## src/rtl/gobou_img_fetch_if.sv

```systemverilog
// Bundle of request, RAM-address and output-stream signals for the gobou image fetcher.
// The slave modport is the fetcher; the master modport is the host/RAM/datapath side.
interface gobou_img_fetch_if #(
    parameter int DWIDTH  = 16,
    parameter int IMGSIZE = 12
);
    logic                      req;
    logic [IMGSIZE-1:0]        base_addr;
    logic [IMGSIZE:0]          count;
    logic                      busy;
    logic                      done;
    logic [IMGSIZE-1:0]        mem_addr;
    logic signed [DWIDTH-1:0]  mem_rdata;
    logic                      out_valid;
    logic                      out_ready;
    logic signed [DWIDTH-1:0]  out_data;

    modport slave (
        input  req, base_addr, count, mem_rdata, out_ready,
        output busy, done, mem_addr, out_valid, out_data
    );

    modport master (
        output req, base_addr, count, mem_rdata, out_ready,
        input  busy, done, mem_addr, out_valid, out_data
    );
endinterface

```

## src/rtl/gobou_img_fetch.sv

```systemverilog
// Streams `count` words from the image RAM, starting at `base_addr`, onto a valid/ready
// stream through a 2-entry FIFO that absorbs the RAM's one-cycle read latency.
module gobou_img_fetch #(
    parameter int DWIDTH  = 16,
    parameter int IMGSIZE = 12
) (
    input  logic               clk,
    input  logic               rst,
    gobou_img_fetch_if.slave   bus
);
    typedef enum logic [1:0] {IDLE, FETCH, DRAIN} state_t;

    state_t                    state_q, state_d;
    logic [IMGSIZE-1:0]        addr_q, addr_d;
    logic [IMGSIZE:0]          issue_cnt_q, issue_cnt_d;
    logic [IMGSIZE:0]          deliv_cnt_q, deliv_cnt_d;
    logic                      done_q, done_d;
    logic                      inflight_q;
    logic signed [DWIDTH-1:0]  head_q, head_d;
    logic signed [DWIDTH-1:0]  tail_q, tail_d;
    logic [1:0]                occ_q, occ_d;

    logic                      push;
    logic                      pop;
    logic                      issue;
    logic [2:0]                level;

    assign push  = inflight_q;
    assign pop   = (occ_q != 2'd0) && bus.out_ready;
    assign level = {1'b0, occ_q} + {2'b00, inflight_q};
    // Words already held or on their way, less the one leaving now, must leave room for one more.
    assign issue = (state_q == FETCH) && (issue_cnt_q != '0) && (level < (3'd2 + {2'b00, pop}));

    always_comb begin
        state_d     = state_q;
        addr_d      = addr_q;
        issue_cnt_d = issue_cnt_q;
        deliv_cnt_d = deliv_cnt_q;
        done_d      = 1'b0;

        if (pop) begin
            deliv_cnt_d = deliv_cnt_q - 1'b1;
        end

        case (state_q)
            IDLE: begin
                if (bus.req) begin
                    if (bus.count != '0) begin
                        state_d     = FETCH;
                        addr_d      = bus.base_addr;
                        issue_cnt_d = bus.count;
                        deliv_cnt_d = bus.count;
                    end else begin
                        done_d = 1'b1;
                    end
                end
            end
            FETCH: begin
                if (issue) begin
                    addr_d      = addr_q + 1'b1;
                    issue_cnt_d = issue_cnt_q - 1'b1;
                    if (issue_cnt_q == {{IMGSIZE{1'b0}}, 1'b1}) begin
                        state_d = DRAIN;
                    end
                end
            end
            DRAIN: begin
                if (pop && (deliv_cnt_q == {{IMGSIZE{1'b0}}, 1'b1})) begin
                    state_d = IDLE;
                    done_d  = 1'b1;
                end
            end
            default: state_d = IDLE;
        endcase
    end

    always_comb begin
        head_d = head_q;
        tail_d = tail_q;
        occ_d  = occ_q;
        case ({push, pop})
            2'b10: begin
                if (occ_q == 2'd0) head_d = bus.mem_rdata;
                else               tail_d = bus.mem_rdata;
                occ_d = occ_q + 2'd1;
            end
            2'b01: begin
                head_d = tail_q;
                occ_d  = occ_q - 2'd1;
            end
            2'b11: begin
                if (occ_q == 2'd1) begin
                    head_d = bus.mem_rdata;
                end else begin
                    head_d = tail_q;
                    tail_d = bus.mem_rdata;
                end
            end
            default: ;
        endcase
    end

    // NOTE: sequential state uses non-blocking assignments so every register samples pre-edge values.
    always_ff @(posedge clk or posedge rst) begin
        if (rst) begin
            state_q     <= IDLE;
            addr_q      <= '0;
            issue_cnt_q <= '0;
            deliv_cnt_q <= '0;
            done_q      <= 1'b0;
            inflight_q  <= 1'b0;
            occ_q       <= 2'd0;
            // NOTE: the FIFO data registers are reset too because out_data must read 0 after reset.
            head_q      <= '0;
            tail_q      <= '0;
        end else begin
            state_q     <= state_d;
            addr_q      <= addr_d;
            issue_cnt_q <= issue_cnt_d;
            deliv_cnt_q <= deliv_cnt_d;
            done_q      <= done_d;
            inflight_q  <= issue;
            occ_q       <= occ_d;
            head_q      <= head_d;
            tail_q      <= tail_d;
        end
    end

    assign bus.busy      = (state_q != IDLE);
    assign bus.done      = done_q;
    assign bus.mem_addr  = addr_q;
    assign bus.out_valid = (occ_q != 2'd0);
    assign bus.out_data  = head_q;
endmodule

```

## src/flat_wrapper.sv

```systemverilog
// flat-port wrapper written by rule: the top's interface ports become plain ports
module gobou_img_fetch_flat 
#(
    parameter int DWIDTH  = 16,
    parameter int IMGSIZE = 12
)
  (clk, rst, bus_req, bus_base_addr, bus_count, bus_mem_rdata, bus_out_ready, bus_busy, bus_done, bus_mem_addr, bus_out_valid, bus_out_data);
  gobou_img_fetch_if #(.DWIDTH(DWIDTH), .IMGSIZE(IMGSIZE)) bus_i ();
  input  logic clk;
  input  logic rst;
  input wire logic [$bits(bus_i.req)-1:0] bus_req;
  input wire logic [$bits(bus_i.base_addr)-1:0] bus_base_addr;
  input wire logic [$bits(bus_i.count)-1:0] bus_count;
  input wire logic [$bits(bus_i.mem_rdata)-1:0] bus_mem_rdata;
  input wire logic [$bits(bus_i.out_ready)-1:0] bus_out_ready;
  output wire logic [$bits(bus_i.busy)-1:0] bus_busy;
  output wire logic [$bits(bus_i.done)-1:0] bus_done;
  output wire logic [$bits(bus_i.mem_addr)-1:0] bus_mem_addr;
  output wire logic [$bits(bus_i.out_valid)-1:0] bus_out_valid;
  output wire logic [$bits(bus_i.out_data)-1:0] bus_out_data;
  assign bus_i.req = bus_req;
  assign bus_i.base_addr = bus_base_addr;
  assign bus_i.count = bus_count;
  assign bus_i.mem_rdata = bus_mem_rdata;
  assign bus_i.out_ready = bus_out_ready;
  assign bus_busy = bus_i.busy;
  assign bus_done = bus_i.done;
  assign bus_mem_addr = bus_i.mem_addr;
  assign bus_out_valid = bus_i.out_valid;
  assign bus_out_data = bus_i.out_data;
  gobou_img_fetch #(.DWIDTH(DWIDTH), .IMGSIZE(IMGSIZE)) u_core (.clk(clk), .rst(rst), .bus(bus_i));
endmodule
```

## config.mk

```make
export PLATFORM = sky130hd
export DESIGN_NAME = gobou_img_fetch_flat
export DESIGN_NICKNAME = d
export VERILOG_FILES = /design/src/rtl/gobou_img_fetch_if.sv /design/src/rtl/gobou_img_fetch.sv /design/src/flat_wrapper.sv
export SDC_FILE = /design/constraint.sdc
export NUM_CORES = 1
export LEC_CHECK = 0
export BUFFER_PORTS_ARGS = -buffer_cell sky130_fd_sc_hd__buf_4
export CAP_MARGIN = 20
export CORE_UTILIZATION = 30
export CTS_CLUSTER_DIAMETER = 100
export DETAILED_ROUTE_END_ITERATION = 8
export PLACE_DENSITY = 0.5
export SLEW_MARGIN = 30
export SYNTH_ARGS = -nofsm -noshare
export SYNTH_HDL_FRONTEND = slang
export SYNTH_SLANG_ARGS = --single-unit
```

## constraint.sdc

```tcl
create_clock -name clk -period 4.1 [get_ports clk]
set_clock_uncertainty 0.15 [all_clocks]
set_input_delay 0 -clock clk [delete_from_list [all_inputs] [get_ports clk]]
set_output_delay 0 -clock clk [all_outputs]
set_load 0.03 [all_outputs]
```

* Word-level counts from Yosys, hierarchy flattened
Index checks and enable logic that the tools add are counted.
Cells by class: muxes and demuxes 29, $lt $le $gt $ge 1, eq/ne operators 16, reductions and logical operators 18, $add $sub $neg 7
Operators by type and width (number):
- 2-to-1 mux 13 bit | 7
- 2-to-1 mux 16 bit | 4
- case mux 16 bit (3 select lines) | 1
- 2-to-1 mux 12 bit | 3
- case mux 16 bit (2 select lines) | 1
- == test 13 x 1 -> 1 bit (second input constant) | 2
- case mux 13 bit (2 select lines) | 1
- nonzero test 13 bit | 2
- subtractor 13 x 1 -> 13 bit (second input constant) | 2
- case mux 12 bit (2 select lines) | 1
- adder 12 x 1 -> 12 bit (second input constant) | 1
- 2-to-1 mux 2 bit | 5
- nonzero test 2 bit | 5
- inequality test 2 x 1 -> 1 bit (second input constant) | 4
- inequality test 2 bit (second input constant) | 4
- == test 2 x 1 -> 1 bit (second input constant) | 3
- == test 2 bit (second input constant) | 3
- case mux 2 bit (3 select lines) | 1
- AND reduction 5 bit | 1
- logical AND 1 bit | 4
- zero test 2 bit | 2
- case mux 2 bit (2 select lines) | 1
- AND reduction 4 bit | 1
- adder 2 x 1 -> 3 bit | 1
- other kinds (9) | 11
Word-level totals: input bits 45, bits in registers 76, word-level logic and storage cells 80, output and inout bits 31

* Longest topological paths before layout
Gate-level depths: netlist of the first run.
word-level depth 7, gate-level depth with buffers 11, gate-level depth less buffers 9

* Worst setup path after synthesis of the first run
Ideal clock, no wire load.
path type register to register, start register u_core.occ_q[0], end register u_core.tail_q[0], clock period less this slack 2.846 ns, stages on the path, launching flop included 12, setup slack 1.254 ns, arrival time 2.571 ns, library setup time 0.125 ns, path buffers 2, data required time 3.825 ns, path through dfrtp_1 > inv_1 > ha_1 > nor2b_1 > clkbuf_1 > inv_1 > ha_1 > nand2_1 > o21ai_0 > a21oi_1 > clkbuf_1 > mux2_2
Between the ends: longest elaborated chain between the ends 5, elaborated cells between the ends (all ways) 11, those cells by class eq/ne (5); mux (1); reduce/logical (5)
RTL lines:
- start, declared | RTL line gobou_img_fetch.sv:21 | logic [1:0] occ_q, occ_d;
- start signal, assigned | RTL line gobou_img_fetch.sv:112 | occ_q <= 2'd0;
- start signal, assigned | RTL line gobou_img_fetch.sv:123 | occ_q <= occ_d;
- nonzero test 2 bit | RTL line gobou_img_fetch.sv:29 | assign pop = (occ_q != 2'd0) && bus.out_ready;
- logical AND 1 bit | RTL line gobou_img_fetch.sv:29
- == test 2 bit | RTL line gobou_img_fetch.sv:81 | case ({push, pop})
- inequality test 2 bit (no line) / nonzero test 2 bit (equally long branches)
- AND reduction 3 bit (no line)
- end signal, assigned | RTL line gobou_img_fetch.sv:125 | tail_q <= tail_d;
- end, declared | RTL line gobou_img_fetch.sv:20 | logic signed [DWIDTH-1:0] tail_q, tail_d;
Parallel ways exist; a longest one is shown, timed or not. A chain may end at the register's enable or synchronous reset.

* Final worst setup path of the first run
start register u_core.occ_q[0], end register u_core.tail_q[13]
Same word-level chain as after synthesis.

==> results of run 1 <==
state kept, by name, summed over array words and instances (netlist names):
register	flops
u_core.state_q	2
u_core.bus.done	1
u_core.bus.mem_addr	12
u_core.inflight_q	1
u_core.bus.out_data	16
u_core.deliv_cnt_q	13
u_core.tail_q	16
u_core.issue_cnt_q	13
u_core.occ_q	2
worst min-delay path by stage:
stage | endpoint | startpoint
6_report | u_core.deliv_cnt_q[6] | bus_out_ready
5_1_grt | u_core.deliv_cnt_q[6] | bus_out_ready
4_1_cts | u_core.deliv_cnt_q[6] | bus_out_ready
3_5_place_dp | u_core.bus.out_data[11] | rst
3_3_place_gp | u_core.tail_q[15] | bus_mem_rdata[15]
2_1_floorplan | u_core.issue_cnt_q[3] | bus_count[3]
power by group:
group | total (mW) | switching [mW] | internal (mW)
registers | 1.41 | 0.301 | 1.11
clock network | 0.849 | 0.316 | 0.533
logic | 2.01 | 1.17 | 0.844
cell usage in the layout, fill, tap and decap left out, types with 3 or more instances in the layout:
cell type / instances
nor4_1: 5
nand2_1: 47
a31oi_1: 16
a21o_1: 3
o22ai_1: 6
nand4_1: 5
xor2_1: 5
nor2_1: 36
nand2b_1: 4
a21oi_1: 37
o31ai_1: 5
clkbuf_16: 9
nor3_1: 8
nand3b_1: 3
a22oi_1: 16
nor4b_1: 3
ha_1: 13
dfrtp_1: 76
or2_2: 3
nand3_1: 9
mux2_2: 17
o211a_1: 4
xnor2_1: 7
o21ai_0: 35
inv_1: 19
dlygate4sd3_1: 44
buf_4: 83
per-layer routing:
| layer | vias up | part of all wire, % | wire length [microns] | track usage (%) |
|---|---|---|---|---|
| met5 | - | 0 | 0 | 0 |
| met4 | 0 | 0.90 | 98 | 5.063 |
| met3 | 6 | 5.0 | 542 | 3.831 |
| met2 | 87 | 45 | 4887 | 25.00 |
| met1 | 1765 | 49 | 5418 | 22.51 |
| li1 | 1830 | - | - | - |
worst min-delay path: stages:
cell and delay (ns):
buf_4 0.11, nor4b_2 0.19, nand3_1 0.14, a31oi_1 0.10
cell type report:
type / instances / area [sq um]
clock buffer: 10 / 229.0
clock inverter: 6 / 88.84
fill: 1353 / 7659
inverter: 20 / 77.57
multi-input combinational: 322 / 2056
sequential: 76 / 1902
tap: 176 / 220.2
timing repair buffer: 127 / 1064
synth_stat cells, types with 2 or more instances:
cell type  instances
a31o_2             2
o22a_1             2
o211a_1            4
ha_1              13
nor2_1            36
nand4_1            5
o31a_1             2
or2_2              3
dfrtp_1           76
nor4_1             5
nand3_1            9
or4_1              2
nand2_1           47
a22o_1             2
xor2_1             5
o21ai_1            2
nor2b_1            2
nand3b_1           3
o22ai_1            6
clkbuf_1          17
nor3_1             8
inv_1             20
nand2b_1           4
a21oi_1           38
o31ai_1            5
a22oi_1           16
mux2_2            17
xnor2_1            7
nor4b_1            3
and3_1             2
a21o_1             3
and4_1             2
a31oi_1           16
buf_6              3
o21ai_0           35
metrics by stage:
step	utilization, %	total power [mW]
2_1_floorplan	-	2.832
3_3_place_gp	36.58	3.361
3_5_place_dp	36.69	3.419
4_1_cts	42.40	4.315
5_1_grt	42.40	4.602
6_report	42.40	4.272
repair_timing:
action | 4_1_cts | 5_1_grt
hold endpoints to repair | 121 | 0
hold buffers | 44 | 0
buffers inserted | 0 | 0
cells by family (layout without fill, tap and decap cells):
family                   Yosys count  after routing  synth area share, %
AO/OA/AOI/OAI                    140            140                21.13
flip-flops                        76             76                46.20
multiplexers                      18             18                4.894
buffers and inverters             41            163                4.316
AND/OR/NAND/NOR                  139            139                16.96
XOR/XNOR                          12             12                2.553
adder cells (fa/ha/maj)           13             13                3.951
==> metrics, run 1 <==
status=finished, final reports clean; Final WS setup=1.277 ns; initial DRC count=176; Worst Tran Pin Value=0.7264 ns; H-tree depth=3; LEAKAGE=2.496 nW; GRT Total Usage=16.27%; WP data required=4.18 ns; Ys Warns=0; Max stage delay cell, worst path=nor2b_1; final setup vio count=0; die area=0.01419 sq mm; top cell type by total area after synthesis=dfrtp_1; Post-synth ARST share=100.0%; top cells by area, synth=dfrtp_1, mux2_2, a21oi_1, nand2_1, o21ai_0; Max Freq=0.3542 GHz; EDFF count, synth=0; slew margin rel.=51.47%; Worst Setup Path Type=reg -> reg; post-CTS sizing=0; dpl cell area=0.004878 sq mm; FP Rows=42; initial antenna violation count=0; clock buffer count from CTS=9; unrepaired setup endpoints after global routing=false; DP HPWL=7557 microns; Tmin final=2.823 ns; n_diodes=0; cell area after layout=0.005637 sq mm; CP max stage delay=0.61 ns; per-cell routed wire length=14.85 microns; clk sink count=76; Vias/cell=5.004; DIE HEIGHT=119.1 microns; pin count of the biggest net entering global routing=51; Reg2Reg Setup Slack=1.28 ns; Hold Path Cell Cnt=4; Die X=119.1 microns; post-synth cell types=52; kind of start point of the critical path=register; Final Routed Wirelength=10950 microns; grt ovf=0; syn_nets=497; Fin Setup TNS=0 ns; critical path depth=10; drt first pass iters=5; crit end category=register; CTS Buffer Depth=2; R2R Path Start=u_core.occ_q[0]; critical path, cell by cell=inv_1 > ha_1 > nor2b_1 > inv_1 > ha_1 > nand2_1 > o21ai_0 > a21oi_1 > buf_4 > mux2_2; reg-to-reg endpoint=u_core.tail_q[13]; cell area after synthesis=0.004116 sq mm; worst-skew pair later-pin latency=0.34 ns; top cell type's share of synthesized area=46.20%; CTS tree=built; # port buffers=75; CP arrival=2.90 ns; CTS clk-pin slew, worst paths=0.06 ns; area grow syn2layout=36.93%; Hold Crit Class=in -> reg; Worst Path Max Fanout=16; final net count=614; gpl congestion=0.7826; worst setup path endpoint=u_core.tail_q[13]; initial core utilization=30.96%; placed cells=677; # DRC=0; period utilization=68.86%; Power Dens Cells=757.9 mW/mm^2; Core ar.=0.01330 sq mm; I/O pin count=76; Hold Slack=0.09479 ns; CP top delay family=simple AND/OR/NAND/NOR gates; maxcap violations=0; pre-CTS WS=1.255 ns; first-pass GRT wire length=18180 microns; clock tree root driver cell=clkbuf_16; post-synthesis register bit count=76; layout cell share with drive strength beyond 1=22.99%; DRT antenna net count=0; Synth Flop Type=dfrtp_1; Mean Syn Cell Area=9.377 sq um; Post-Layout Cell Count=737; final slew viol count=0; crit path from=u_core.occ_q[0]; vias in the first global route=3564; peak supply drop=0.3386 mV; Final Hold Vio Count=0; via count=3688; CP bufs+invs=3; Mapped Cells=439; path depth of the worst reg2reg path=10; sequential area share after synthesis=46.20%
Note: power is estimated with default switching activity, not from simulation.
==> inputs of run 2 (changes only) <==
--- a/config.mk
+++ b/config.mk
@@ -5,6 +5,7 @@
 export SDC_FILE = /design/constraint.sdc
 export NUM_CORES = 1
 export LEC_CHECK = 0
+export ABC_AREA = 1
 export BUFFER_PORTS_ARGS = -buffer_cell sky130_fd_sc_hd__buf_4
 export CAP_MARGIN = 20
 export CORE_UTILIZATION = 30
==> constraint.sdc (replaced) <==
create_clock -name clk -period 2.64 [get_ports clk]
set_clock_uncertainty 0.15 [all_clocks]
set_input_delay 0 -clock clk [delete_from_list [all_inputs] [get_ports clk]]
set_output_delay 0 -clock clk [all_outputs]
set_load 0.03 [all_outputs]
==> run 2 against run 1 <==
Against the previous run:
- critical endpoint is now u_core.deliv_cnt_q[12]
- critical path type unchanged
- count of clock-buffer cells in the layout stayed put
- combinational power grew 91%
- sequential share of layout area is 2.4 points lower
- utilization fell by 0.96 points
- area after synthesis rose by 9.9%
- register-to-register slack worse by 1.1 ns
- the run now ends with design-rule violations left
- via count rose by 18%
- power is 73% higher
- final cell count grew 25%
- die area grew 9.7%
==> metrics, run 2 <==
status=complete, but fails checks; failing checks=design-rule violations; drt first pass iters=6 (+1); most frequent cells in the layout=nand2_1, buf_4, inv_1, dfrtp_1, nor2_1; initial antenna violation count=0 (unchanged); CTS Buffer Depth=2 (unchanged); cell area after synthesis=0.004523 sq mm (+9.9%); Post-synth top cells=nand2_1, inv_1, dfrtp_1; # port buffers=75 (unchanged); critical path, cell by cell=inv_1 > ha_1 > nor2_2 > buf_4 > nand2_1 > nor2_2 > nand3_1 > nand2_1 > o22ai_1 > dlygate4sd3_1; Pwr Total=7.392 mW (+73%); n_diodes=0 (unchanged); # DRC=16 (+16); top cell type by total area after synthesis=dfrtp_1; FP Rows=44 (+4.8%); syn_nets=673 (+35%); CP top delay family=buffers and inverters; Multi-input gate area=0.002190 sq mm (+6.5%); initial DRC count=284 (+61%); Post-CTS Setup Repair Bufs=0 (unchanged); Fin Setup TNS=0 ns (unchanged); top cell type's share of synthesized area=42.05% (-4.2 points); Final Hold Vio Count=0 (unchanged); DRT met1 WL=5798 microns (+7.0%); Power Dens Cells=1218 mW/mm^2 (+61%); area grow syn2layout=34.16%; Hold Crit Class=in -> reg; DR top layer=met4; vias in the first global route=4089 (+15%); most frequent cell after synthesis=nand2_1; gpl congestion=0.8458 (+8.1%); peak supply drop=0.5374 mV (+59%); clock tree root driver cell=clkbuf_16; maxcap violations=0 (unchanged); clk sink count=76 (unchanged); top cells by area, synth=dfrtp_1, nand2_1, inv_1, nor2_1, nand3_1; post-synthesis register bit count=76 (unchanged); layout cell share with drive strength beyond 1=19.89% (-3.1 points); Synth Flop Type=dfrtp_1; Sequential Area=0.001902 sq mm (unchanged); final setup vio count=0 (unchanged); CTS clk-pin slew, worst paths=0.06 ns (about the same); Core ar.=0.01464 sq mm (+10%); final slew viol count=0 (unchanged); CP arrival=2.53 ns (-0.37 ns); initial core utilization=30.89% (-0.075 points); Mapped Cells=615 (+40%); H-tree depth=3 (unchanged); CTS tree=built; first-pass GRT wire length=20220 microns (+11%); Worst Path Max Fanout=7 (-9); WP data required=2.72 ns (-1.46 ns); kind of start point of the critical path=register; pin count of the biggest net entering global routing=47 (-7.8%); post-CTS sizing=0 (unchanged); DIE HEIGHT=124.8 microns (+4.7%); metal3 WL=496 microns (-8.5%); Ys Warns=0 (unchanged); period utilization=93.02% (+24 points); slew margin rel.=50.30% (-1.2 points); # fillers=1474 (+8.9%); Final Routed Wirelength=11860 microns (+8.3%); Worst Setup Path Type=reg -> reg; per-cell routed wire length=12.84 microns (-14%); CP max stage delay=0.56 ns (-0.05 ns); GRT Total Usage=16.29% (about the same); DRT antenna net count=0 (unchanged); sequential area share after synthesis=42.05% (-4.2 points); final net count=792 (+29%); Reg2Reg Setup Slack=0.18 ns (-1.09 ns); Vias/cell=4.709 (-5.9%); die area=0.01557 sq mm (+9.7%); clock buffer count from CTS=9 (unchanged); Worst Tran Pin Value=0.7437 ns (+0.01722 ns); LEAKAGE=3.009 nW (+21%); DP HPWL=8193 microns (+8.4%); Max stage delay cell, worst path=dlygate4sd3_1; unrepaired setup endpoints after global routing=false; Die X=124.8 microns (+4.7%); Mean Syn Cell Area=7.355 sq um (-22%); post-synth cell types=32 (-38%); via count=4346 (+18%); I/O pin count=76 (unchanged); EDFF count, synth=0 (unchanged); commonest non-fill, non-tap cell in the layout=nand2_1; wire length on met2=5350 microns (+9.5%); Post-synth ARST share=100.0% (unchanged); worst-skew pair later-pin latency=0.35 ns (about the same); CP bufs+invs=3 (unchanged); crit end category=register; Max Freq=0.4072 GHz (+15%); Tmin final=2.456 ns (-0.3678 ns); grt ovf=0 (unchanged)
run 2: cell count changes after synthesis, moves of 14 or more:
cell,previous run,this run
nand2_1,47,141
nor2_1,36,69
or2_2,3,17
inv_1,20,82
o21ai_2,1,15
mux2_2,17,0
a21oi_1,38,11
o21ai_1,2,19
a22oi_1,16,0
nand3_1,9,49
run 2: final cells by class:
class | instances | share of cell area [%]
Clock inverter | 6 | 1.443
Timing Repair Buffer | 130 | 18.19
Multi-Input combinational cell | 430 | 36.08
Inverter | 87 | 5.381
Sequential cell | 76 | 31.34
Tap cell | 184 | 3.794
Clock buffer | 10 | 3.773
run 2: power breakdown:
part	internal [mW]	total (mW)	switching [mW]
sequential	1.75	2.22	0.470
combinational	1.44	3.83	2.39
clock	0.830	1.34	0.510
run 2: worst paths after layout:
kind                                             from                      to  cells past startpoint
worst max-delay path                  u_core.occ_q[0]  u_core.deliv_cnt_q[12]                     10
worst min-delay path                    bus_out_ready   u_core.deliv_cnt_q[1]                      6
worst max register to register        u_core.occ_q[0]  u_core.deliv_cnt_q[12]                     10
worst min register to register  u_core.issue_cnt_q[1]   u_core.issue_cnt_q[1]                      2
max in group asynchronous                         rst   u_core.issue_cnt_q[3]                      4
min in group asynchronous                         rst       u_core.tail_q[10]                      3
run 2: routing by layer:
layer / track usage, % / vias up
met5: 0 / -
met4: 5.156 / 0
met3: 4.854 / 18
met2: 25.38 / 99
met1: 21.53 / 2018
li1: - / 2211
run 2: cells by family after synthesis:
group,share of synthesized area (%)
adders and majority gates,3.596
muxes,0.2213
and+or+nand+nor,28.13
AOI/OAI and AO/OA,14.99
DFF,42.05
buffers and inverters,9.848
xor gates and xnor gates,1.162
run 2: stage by stage:
stage	std cells	instance area, sq um	hold WS (ns)	worst slack [ns]	utilization (%)
2_1_floorplan	615	4523	-0.02823	0.4032	-
3_3_place_gp	861	5288	0.01261	0.1604	36.11
3_5_place_dp	861	5291	0.01723	0.4183	36.13
4_1_cts	923	6068	0.06581	0.1816	41.44
5_1_grt	923	6068	0.08607	0.01086	41.44
6_report	923	6068	0.05684	0.1843	41.44
run 2: worst reg2reg max path: cells and delay by family (launching register included):
kind / cells / cell delay [ns]
adders and majority gates: 1 / 0.22
and+or+nand+nor: 5 / 0.70
buffers and inverters: 3 / 0.78
DFF: 1 / 0.41
AOI/OAI and AO/OA: 1 / 0.08
run 2: what timing repair did:
item / 4_1_cts / 5_1_grt
setup endpoints to repair: 0 / 0
endpoints found under the hold margin: 100 / 0
hold buffers: 46 / 0
==> inputs of run 3 (changes only) <==
--- a/config.mk
+++ b/config.mk
@@ -11,6 +11,7 @@
 export CORE_UTILIZATION = 30
 export CTS_CLUSTER_DIAMETER = 100
 export DETAILED_ROUTE_END_ITERATION = 8
+export HOLD_SLACK_MARGIN = 0.15
 export PLACE_DENSITY = 0.5
 export SLEW_MARGIN = 30
 export SYNTH_ARGS = -nofsm -noshare
==> run 3 against run 2 <==
Against the previous run:
- the run still ends with design-rule violations left
- register-to-register slack about the same
- setup slack about the same
- sequential cell count unchanged
- utilization increased by 0.14 points
- final cell count increased by 0.22%
- via count about the same
- clock power about the same
- combinational power about the same
- sequential power about the same
- die area unchanged
- critical path type unchanged
- largest power group unchanged
- highest routed layer unchanged
==> metrics, run 3 (synthesis gave the netlist of run 2 again) <==
status=complete, but fails checks; failing checks=design-rule violations; Vias/cell=4.697 (-0.24%); Final Routed Wirelength=11920 microns (+0.57%); initial DRC count=267 (-6.0%); via count=4345 (-0.023%); Hold Crit Class=in -> async; crit end category=register; post-CTS sizing=0 (unchanged); die area=0.01557 sq mm (unchanged); gpl congestion=0.8458 (unchanged); LEAKAGE=3.018 nW (+0.28%); initial antenna violation count=0 (unchanged); critical path, cell by cell=inv_1 > ha_1 > nor2_2 > buf_4 > nand2_1 > nor2_2 > nand3_1 > nand2_1 > o22ai_1 > dlygate4sd3_1; unrepaired setup endpoints after global routing=false; H-tree depth=3 (unchanged); CP arrival=2.53 ns (about the same); dpl cell area=0.005291 sq mm (unchanged); CTS clk-pin slew, worst paths=0.06 ns (about the same); cell area after layout=0.006088 sq mm (+0.33%); final net count=794 (+0.25%); Die X=124.8 microns (unchanged); pin count of the biggest net entering global routing=47 (unchanged); FP Rows=44 (unchanged); period utilization=93.03% (about the same); Max stage delay cell, worst path=dlygate4sd3_1; final setup vio count=0 (unchanged); Final Hold Vio Count=0 (unchanged); peak supply drop=0.5567 mV (+3.6%); Power Dens Cells=1216 mW/mm^2 (-0.15%); WP data required=2.72 ns (about the same); slew margin rel.=50.62% (+0.32 points); R2R Path Start=u_core.occ_q[0]; final slew viol count=0 (unchanged); # port buffers=75 (unchanged); Reg2Reg Setup Slack=0.18 ns (about the same); per-cell routed wire length=12.89 microns (+0.35%); initial core utilization=30.89% (unchanged); maxcap violations=0 (unchanged); DP HPWL=8193 microns (unchanged); I/O pin count=76 (unchanged); grt ovf=0 (unchanged); most frequent cells in the layout=nand2_1, buf_4, inv_1, dfrtp_1, nor2_1; GRT Total Usage=16.31% (+0.028 points); Worst Setup Path Type=reg -> reg; area grow syn2layout=34.61%; DIE HEIGHT=124.8 microns (unchanged); first-pass GRT wire length=20250 microns (+0.14%); worst-skew pair later-pin latency=0.35 ns (about the same); path depth of the worst reg2reg path=10 (unchanged); kind of start point of the critical path=register; Worst Path Max Fanout=7 (unchanged); # DRC=16 (unchanged); Tmin final=2.456 ns (+0.0003730 ns); CP max stage delay=0.56 ns (about the same); n_diodes=0 (unchanged); Fin Setup TNS=0 ns (unchanged); layout cell share with drive strength beyond 1=19.84% (-0.054 points); commonest non-fill, non-tap cell in the layout=nand2_1; Worst Tran Pin Value=0.7389 ns (-0.004720 ns); CTS tree=built; clock tree root driver cell=clkbuf_16; Max Freq=0.4072 GHz (about the same); DRT antenna net count=0 (unchanged); clk sink count=76 (unchanged); Post-CTS Setup Repair Bufs=0 (unchanged); vias in the first global route=4094 (+0.12%); clock buffer count from CTS=9 (unchanged); Core ar.=0.01464 sq mm (unchanged); reg-to-reg endpoint=u_core.deliv_cnt_q[12]; drt first pass iters=6 (unchanged); CTS Buffer Depth=2 (unchanged)
## run 3: cell count changes in the layout (fill, tap and decap cells not counted)
cell | previous run | this run
dlygate4sd3_1 | 46 | 48
## run 3: layout make-up
type,count,area [sq um]
Timing Repair Buffer,132,1124
Multi-Input combinational cell,430,2190
Fill cell,1471,8556
Clock inverter,6,87.58
Clock buffer,10,229.0
Sequential cell,76,1902
Inverter,87,326.6
Tap cell,184,230.2
## run 3: timing repair
action / CTS / global route
hold buffers: 48 / 0
hold endpoints to repair: 106 / 0
setup endpoints to repair: 0 / 0
## run 3: worst max-delay path by stage
| stage | startpoint | endpoint | slack (ns) |
|---|---|---|---|
| after floorplan | u_core.occ_q[0] | u_core.bus.out_data[10] | 0.40 |
| final | u_core.occ_q[0] | u_core.deliv_cnt_q[12] | 0.18 |
| after global routing | u_core.occ_q[0] | u_core.deliv_cnt_q[12] | 0.01 |
| after global placement | u_core.occ_q[0] | u_core.bus.out_data[2] | 0.16 |
| after CTS | u_core.occ_q[0] | u_core.deliv_cnt_q[12] | 0.18 |
| after detailed placement | u_core.occ_q[0] | u_core.issue_cnt_q[3] | 0.42 |
## run 3: stage by stage
step	util [%]	cells	hold slack, ns	setup slack [ns]	power [mW]
floorplan	-	615	-0.02823	0.4032	5.027
global placement	36.11	861	0.01261	0.1604	5.938
detailed placement	36.13	861	0.01723	0.4183	6.040
CTS	41.58	925	0.2016	0.1816	7.495
global route	41.58	925	0.2571	0.01086	8.091
finish	41.58	925	0.1860	0.1839	7.405
## run 3: worst max-delay path, delay by kind of cell, from the launching register on
| family | cells | cell delay [ns] |
|---|---|---|
| compound gates | 1 | 0.08 |
| flops | 1 | 0.41 |
| buf+inv | 3 | 0.78 |
| fa+ha+maj | 1 | 0.22 |
| simple gates | 5 | 0.70 |
## run 3: layer usage
layer | vias to the layer above | wire length [microns] | track usage [%] | part of all wire, %
li1 | 2213 | - | - | -
met5 | - | 0 | 0 | 0
met3 | 18 | 501 | 4.854 | 4.2
met1 | 2015 | 5841 | 21.53 | 49
met2 | 99 | 5367 | 25.48 | 45
met4 | 0 | 212 | 5.156 | 1.8
## run 3: report_power, final
part | internal (mW) | switching (mW)
clock network | 0.830 | 0.511
registers | 1.75 | 0.471
logic | 1.44 | 2.40
total | 4.02 | 3.39
